==> src/rtl/card_dealer.sv <==
// card_dealer: shoe of per-rank counts, LFSR-driven card picker and a deal FSM
// that presents each card one full cycle before its add strobe.
module card_dealer #(
    parameter int          NUM_DECKS    = 1,
    parameter logic [15:0] DEFAULT_SEED = 16'hACE1
) (
    input  logic        i_clk,
    input  logic        i_reset,
    input  logic        i_shuffle,
    input  logic [15:0] i_seed,
    input  logic        i_dealReq,
    output logic        o_busy,
    output logic [4:0]  o_newCard,
    output logic [3:0]  o_rank,
    output logic        o_addNewCard,
    output logic        o_dealErr,
    output logic [7:0]  o_cardsRemaining,
    output logic        o_deckEmpty
);
    localparam logic [4:0] RANK_FULL = 5'(4 * NUM_DECKS);
    localparam logic [7:0] SHOE_FULL = 8'(52 * NUM_DECKS);

    typedef enum logic [2:0] {IDLE, PICK, PROBE, PRESENT, STROBE} state_t;

    state_t      state_q;
    logic [4:0]  count_q [13];
    logic [15:0] lfsr_q, lfsr_d;
    logic [3:0]  cand_q, rank_q;
    logic [4:0]  card_q;
    logic [7:0]  rem_q;
    logic        add_q, err_q;

    always_comb begin
        lfsr_d = {1'b0, lfsr_q[15:1]} ^ (lfsr_q[0] ? 16'hB400 : 16'h0000);
        if (i_shuffle)
            lfsr_d = (i_seed == 16'h0) ? DEFAULT_SEED : i_seed;
    end

    always_ff @(posedge i_clk or posedge i_reset) begin
        if (i_reset) begin
            for (int r = 0; r < 13; r++) count_q[r] <= RANK_FULL;
            lfsr_q  <= DEFAULT_SEED;
            state_q <= IDLE;
            cand_q  <= 4'd0;
            rank_q  <= 4'd0;
            card_q  <= 5'd0;
            rem_q   <= SHOE_FULL;
            add_q   <= 1'b0;
            err_q   <= 1'b0;
        end else begin
            lfsr_q <= lfsr_d;
            add_q  <= 1'b0;
            err_q  <= 1'b0;
            // A shuffle aborts any deal in flight before it can decrement or strobe.
            if (i_shuffle) begin
                for (int r = 0; r < 13; r++) count_q[r] <= RANK_FULL;
                rem_q   <= SHOE_FULL;
                state_q <= IDLE;
            end else begin
                case (state_q)
                    IDLE: begin
                        if (i_dealReq && rem_q == 8'd0) err_q <= 1'b1;
                        else if (i_dealReq) state_q <= PICK;
                    end
                    PICK: begin
                        cand_q  <= (lfsr_q[3:0] >= 4'd13) ? lfsr_q[3:0] - 4'd13 : lfsr_q[3:0];
                        state_q <= PROBE;
                    end
                    PROBE: begin
                        if (count_q[cand_q] == 5'd0) begin
                            cand_q <= (cand_q == 4'd12) ? 4'd0 : cand_q + 4'd1;
                        end else begin
                            count_q[cand_q] <= count_q[cand_q] - 5'd1;
                            rem_q   <= rem_q - 8'd1;
                            rank_q  <= cand_q;
                            card_q  <= (cand_q >= 4'd10) ? 5'd10 : {1'b0, cand_q} + 5'd1;
                            state_q <= PRESENT;
                        end
                    end
                    PRESENT: begin
                        add_q   <= 1'b1;
                        state_q <= STROBE;
                    end
                    default: state_q <= IDLE;
                endcase
            end
        end
    end

    assign o_busy           = (state_q != IDLE);
    assign o_newCard        = card_q;
    assign o_rank           = rank_q;
    assign o_addNewCard     = add_q;
    assign o_dealErr        = err_q;
    assign o_cardsRemaining = rem_q;
    assign o_deckEmpty      = (rem_q == 8'd0);
endmodule

==> config.mk <==
export PLATFORM = sky130hd
export DESIGN_NAME = card_dealer
export DESIGN_NICKNAME = d
export VERILOG_FILES = /design/src/rtl/card_dealer.sv
export SDC_FILE = /design/constraint.sdc
export NUM_CORES = 1
export LEC_CHECK = 0
export ABC_CLOCK_PERIOD_IN_PS = 4400
export BUFFER_PORTS_ARGS = -buffer_cell sky130_fd_sc_hd__buf_2
export CAP_MARGIN = 15
export CORE_AREA = 2 2 99 101
export CTS_BUF_LIST = sky130_fd_sc_hd__clkbuf_8
export DETAILED_ROUTE_END_ITERATION = 6
export DIE_AREA = 0 0 101 103
export PLACE_DENSITY = 0.82
export RECOVER_POWER = 50
export SETUP_SLACK_MARGIN = 0.02
export SYNTH_ARGS = -nofsm -noshare
export SYNTH_HDL_FRONTEND = slang
export SYNTH_SLANG_ARGS = --single-unit
==> constraint.sdc <==
create_clock -name i_clk -period 4.4 [get_ports i_clk]
set_input_delay 1.32 -clock i_clk [delete_from_list [all_inputs] [get_ports i_clk]]
set_output_delay 1.32 -clock i_clk [all_outputs]
set_load 0.02 [all_outputs]
==> results of run 1 <==
-- logic make-up (layout without fill, tap and decap cells) --
logic type	after synthesis	after routing
AND/OR/NAND/NOR	142	142
AO/OA/AOI/OAI	129	129
flip-flops	107	107
buffers and inverters	66	88
multiplexers	63	63
adder cells (fa/ha/maj)	10	10
XOR/XNOR	9	9
-- cell usage after synthesis, types with 14 or more instances --
cell type / n / area share
nor2_1: 28 / 0.018
dfstp_2: 24 / 0.11
nand2_1: 14 / 0.0091
inv_1: 15 / 0.0098
dfrtp_1: 83 / 0.36
nor3_1: 17 / 0.015
a21oi_1: 16 / 0.014
nand2b_1: 16 / 0.017
a31oi_1: 27 / 0.029
mux2i_1: 30 / 0.052
a211oi_1: 20 / 0.026
clkbuf_1: 29 / 0.019
nand3_1: 15 / 0.013
-- registers in the layout, summed over array words and instances (netlist names) --
signal	flops
o_cardsRemaining	8
o_rank	4
o_newCard	5
cand_q	4
count_q	65
o_addNewCard	1
lfsr_q	16
state_q	3
o_dealErr	1
-- per-stage QoR --
stage | setup WS, ps | total power, W | hold slack, ps | instances
6_report | 830 | 0.00322 | 493 | 662
5_1_grt | 335 | 0.00338 | 507 | 662
4_1_cts | 846 | 0.00320 | 497 | 662
3_5_place_dp | 846 | 0.00261 | 459 | 646
3_3_place_gp | 983 | 0.00257 | 463 | 646
2_1_floorplan | 302 | 0.00223 | 450 | 526
-- area by class of cell --
class	instances	area, um^2
Fill cell	728	3250
Inverter	15	56.3
Sequential cell	107	2710
Clock buffer	9	124
Clock inverter	7	68.8
Timing Repair Buffer	57	340
Multi-Input combinational cell	353	2770
Tap cell	114	143
-- critical path: cells and delay by family, from the launching register on --
| family | cells | cell delay, ps |
|---|---|---|
| and+or+nand+nor | 2 | 400 |
| muxes | 2 | 710 |
| adders and majority gates | 1 | 230 |
| AOI/OAI and AO/OA | 2 | 670 |
| buffers and inverters | 3 | 730 |
| DFF | 1 | 700 |
-- worst max-delay path by stage --
| stage | startpoint | end | slack [ps] |
|---|---|---|---|
| 4_1_cts | cand_q[1] | o_rank[1] | 850 |
| 3_3_place_gp | cand_q[1] | o_newCard[3] | 980 |
| 2_1_floorplan | i_reset | cand_q[0] | 300 |
| 3_5_place_dp | cand_q[1] | o_rank[1] | 850 |
| 6_report | cand_q[1] | o_rank[1] | 830 |
| 5_1_grt | i_reset | count_q[41] | 340 |
-- report_power, final --
group	leakage, nW	internal [W]	switching [W]
combinational	1.17	0.000454	0.000938
sequential	1.37	0.00109	0.000129
clock	0.0980	0.000221	0.000380
-- layer usage --
layer / wire, um / track usage
met1: 5420 / 0.352
met2: 6480 / 0.449
met3: 865 / 0.0603
met4: 432 / 0.115
met5: 0 / 0
==> results.toml, run 1 <==
[worst_setup_path]
worstPathArrival_ps = 3870
r2r-start = "cand_q[1]"
critPathKind = "flop to flop"
path_cells = "buf_4 -> mux2_2 -> a222oi_1 -> and3_1 -> ha_1 -> inv_1 -> o41ai_4 -> buf_4 -> nor2_4 -> mux2_1"
endpoint_kind = "flop"
path_common_cell = "buf_4"
r2r_end = "o_rank[1]"
slowest_stage = "dfrtp_1"
reg2reg_depth = 10
worstPathRequired_ps = 4700
r2r_slack_ps = 830
crit_path_start_kind = "flop"
crit_fanout = 27
slowest_delay_ps = 700

[final_layout]
design_area_um2 = 6210
layout_commonest_cell = "dfrtp_1"
drive_above_1_share = 0.257
layout.nets = 573
layout_common_cells = "dfrtp_1, buf_2, mux2i_1"
syn_to_final_growth_pct = 7.61
post-route-util = 0.656
antenna_cells = 0

[routing]
wire_per_inst_um = 19.9
drt-initial-drc-count = 374
firstDrtPassIters = 4
wirelength_um = 13200
ant_nets = 0
vias = 4450
avgViaCountPerCell = 6.72
drc = 0

[sta]
fmax_mhz = 280
min_period_ps = 3570
worst_pin_slew_ps = 2830
rsz0062_at_grt = "false"
setup_tns_ps = 0
min_period_over_period = 0.811
relSlewSlack = -0.884
finalHoldViolations = 0
final.setup_skew_ps = 14.6
drv_slew = 76
final-setup-viol-count = 0

[global_route]
grt_pass1_wl_um = 21900
grt_max_degree = 77
grt-ovfl-total = 0
antenna_found_initial = 0
grt_pass1_vias = 4382
track_usage = 0.272

[clock_network]
clkTransAtPathRegs_ps = 120
cts_hold_buf = 0
cts_num_sinks = 107
tritoncts = "done"
cts-root-buf = "clkbuf_8"
cts_resized = 0
clk_latency_ps = 400
clockBufferDepth = 2
cts_buffers = 9
htree_levels = 3
cts_setup_buffers = 0

[run_status]
status = "finished, violations left"
violations = "capacitance limit, slew limit"

[power]
powerDensity_nw_per_um2 = 518
irDropWorstVdd_uv = 260
leakage_nw = 2.64

[synth]
syn_nets = 556
synthAdderAreaFrac = 0.0217
synth_top_family_by_area = "compound AO/OA/AOI/OAI gates"
yosys.area_share.simple = 0.137
synth_edf_count = 0
ys_seq_area_frac = 0.469
synthFlopType = "dfrtp_1"
syn-cell-area_um2 = 5770
synth_cell_type_count = 62
synthXorXnorAreaFrac = 0.0137
syn_area_per_cell_um2 = 11.0
synth_seq_cells = 107
synth-compound-area-share = 0.167
yosys-mux-area-fraction = 0.138
synth_warnings = 0
syn_inst = 526
async_flop_share = 1.00

[place]
gp_congestion = 0.892
place.detailed.hpwl_um = 9030
dpl_cell_area_um2 = 6020
portBuffers = 40

[hold_path]
holdPathStages = 1
hold_path_class = "flop to flop"
holdCritStartpoint = "lfsr_q[8]"
hold_path_end = "lfsr_q[7]"

[die]
initial_core_util = 0.610
core-area_um2 = 9460
chipWidth_um = 101
dieHeight_um = 103
num_rows = 36
dieArea_um2 = 10400
io_pins = 41

[run]
max_cap_viol_count = 1
Note: power is estimated with default switching activity, not from simulation.
==> run 2, diff against run 1 <==
--- a/config.mk
+++ b/config.mk
@@ -5,14 +5,15 @@
 export SDC_FILE = /design/constraint.sdc
 export NUM_CORES = 1
 export LEC_CHECK = 0
-export ABC_CLOCK_PERIOD_IN_PS = 4400
+export ABC_AREA = 1
+export ABC_CLOCK_PERIOD_IN_PS = 3200
 export BUFFER_PORTS_ARGS = -buffer_cell sky130_fd_sc_hd__buf_2
 export CAP_MARGIN = 15
-export CORE_AREA = 2 2 99 101
+export CORE_AREA = 2 2 106 108
 export CTS_BUF_LIST = sky130_fd_sc_hd__clkbuf_8
 export DETAILED_ROUTE_END_ITERATION = 6
-export DIE_AREA = 0 0 101 103
-export PLACE_DENSITY = 0.82
+export DIE_AREA = 0 0 108 110
+export PLACE_DENSITY = 0.77
 export RECOVER_POWER = 50
 export SETUP_SLACK_MARGIN = 0.02
 export SYNTH_ARGS = -nofsm -noshare
==> constraint.sdc (replaced) <==
create_clock -name i_clk -period 3.2 [get_ports i_clk]
set_input_delay 0.96 -clock i_clk [delete_from_list [all_inputs] [get_ports i_clk]]
set_output_delay 0.96 -clock i_clk [all_outputs]
set_load 0.02 [all_outputs]
==> results.toml, run 2 <==
[place]
gp_congestion = 1.01
portBuffers = 40
place.detailed.hpwl_um = 10800

[synth]
synthTopCellsByCount = "nand2_1, dfrtp_1, nand3_1"
synthFlopType = "dfrtp_1"
syn-cell-area_um2 = 5950
synth_cell_type_count = 41
syn_area_per_cell_um2 = 7.59
synth_top_area_frac = 0.349
async_flop_share = 1.00
yosysTopAreaCell = "dfrtp_1"
syn_nets = 814
synth_edf_count = 0
synth_most_common_cell = "nand2_1"
synth_seq_cells = 107
syn_inst = 784
synth_area_leaders = "dfrtp_1, nand2_1, dfstp_2"
ys_seq_area_frac = 0.455
synth_warnings = 0

[sta]
rsz0062_at_grt = "false"
whs_ps = 460
drv_slew = 41
worst_pin_slew_ps = 1930
finalHoldViolations = 0
final.setup_skew_ps = 17.0
final-setup-viol-count = 0
setup_tns_ps = 0
relSlewSlack = -0.288
min_period_over_period = 0.916
fmax_mhz = 341
min_period_ps = 2930

[global_route]
grt_use_met1 = 0.356
grt_pass1_wl_um = 25500
met3_usage = 0.0576
grt_busiest_layer = "met2"
grt_pass1_vias = 5158
antenna_found_initial = 0
grt_util_met2 = 0.465
grt_max_degree = 52
track_usage = 0.280
grt-ovfl-total = 0

[power]
powerDensity_nw_per_um2 = 930
irDropWorstVdd_uv = 571
leakage_nw = 3.28

[routing]
avgViaCountPerCell = 5.55
vias = 5338
wire_per_inst_um = 16.0
ant_nets = 0
drc = 0
wirelength_um = 15300
firstDrtPassIters = 7
drt-initial-drc-count = 396

[worst_setup_path]
worstPathRequired_ps = 3500
endpoint_kind = "flop"
crit_path_start_kind = "flop"
critPathKind = "flop to flop"
worstPathArrival_ps = 3230
crit_fanout = 25

[final_layout]
regMostFlops = "count_q"
regArea_um2 = 2710
fillCellCount = 987
drive_above_1_share = 0.150
largest_reg_flops = 65
layout.nets = 846
layout_common_cells = "nand2_1, dfrtp_1, nand3_1"
multi_input_area_um2 = 2790
layout_commonest_cell = "nand2_1"
syn_to_final_growth_pct = 7.76
antenna_cells = 0

[clock_network]
cts_hold_buf = 0
clkTransAtPathRegs_ps = 110
cts-root-buf = "clkbuf_8"
tritoncts = "done"
htree_levels = 3
cts_num_sinks = 107
cts_buffers = 9
clockBufferDepth = 2
clk_latency_ps = 390

[hold_path]
hold_path_class = "flop to flop"

[die]
core-area_um2 = 10700
dieHeight_um = 110
initial_core_util = 0.556
num_rows = 38
io_pins = 41
chipWidth_um = 108
dieArea_um2 = 11900

[run_status]
violations = "capacitance limit, slew limit"
status = "finished, violations left"

[run]
max_cap_viol_count = 1
## run 2: path summary, 6_finish.rpt
kind	start	end	slack, ps	depth (start not counted)
min in group asynchronous	i_reset	o_newCard[4]	780	2
max	cand_q[0]	count_q[55]	270	16
max in group asynchronous	i_reset	count_q[46]	670	3
max reg2reg	cand_q[0]	count_q[55]	270	16
min	lfsr_q[9]	lfsr_q[8]	460	2
min reg2reg	lfsr_q[9]	lfsr_q[8]	460	2
## run 2: routing by layer
layer | vias to the layer above | routed length, um
li1 | 2570 | -
met1 | 2498 | 6330
met2 | 222 | 7400
met3 | 48 | 1050
met4 | 0 | 547
met5 | - | 0
## run 2: metrics by stage
| step | total power (W) | area (um^2) | setup slack [ps] | util | std cells |
|---|---|---|---|---|---|
| 2_1_floorplan | 0.00424 | 5950 | 539 | - | 784 |
| 3_3_place_gp | 0.00501 | 6240 | 453 | 0.583 | 945 |
| 3_5_place_dp | 0.00511 | 6240 | 319 | 0.583 | 945 |
| 4_1_cts | 0.00592 | 6430 | 287 | 0.601 | 961 |
| 5_1_grt | 0.00637 | 6410 | 20.5 | 0.599 | 961 |
| 6_report | 0.00596 | 6410 | 269 | 0.599 | 961 |
## run 2: logic make-up after synthesis
logic type / share of synthesized area
xor+xnor: 0.0118
fa+ha+maj: 0.0210
compound gates: 0.0827
flops: 0.455
simple gates: 0.354
buf+inv: 0.0757
## run 2: layout make-up
class,instances,share of cell area
Multi-Input combinational cell,578,0.436
Sequential cell,107,0.422
Timing Repair Buffer,53,0.0451
Inverter,67,0.0398
Tap cell,140,0.0273
Clock buffer,12,0.0258
Clock inverter,4,0.00390
## run 2: what timing repair did
item / CTS / global route
buffers inserted: 0 / 0
setup endpoints to repair: 0 / 6
gates resized for setup: 0 / 1
## run 2: power breakdown
group	switching [W]	leakage, nW	internal [W]
Combinational	0.00240	1.81	0.000857
Sequential	0.000208	1.38	0.00169
Clock	0.000458	0.100	0.000346
Total	0.00307	3.28	0.00289
## run 2: worst max-delay path: stages, from the launching register on
cell	delay (ps)
dfrtp_1	520
buf_4	280
nor2_1	140
nor2_1	50
o21ai_1	80
nand2_1	70
nand2_1	60
nand2_1	70
nor2_2	220
ha_1	190
inv_1	60
nor3_4	310
nand3_4	100
buf_4	260
nand3_1	220
nand2_1	100
o21ai_0	100
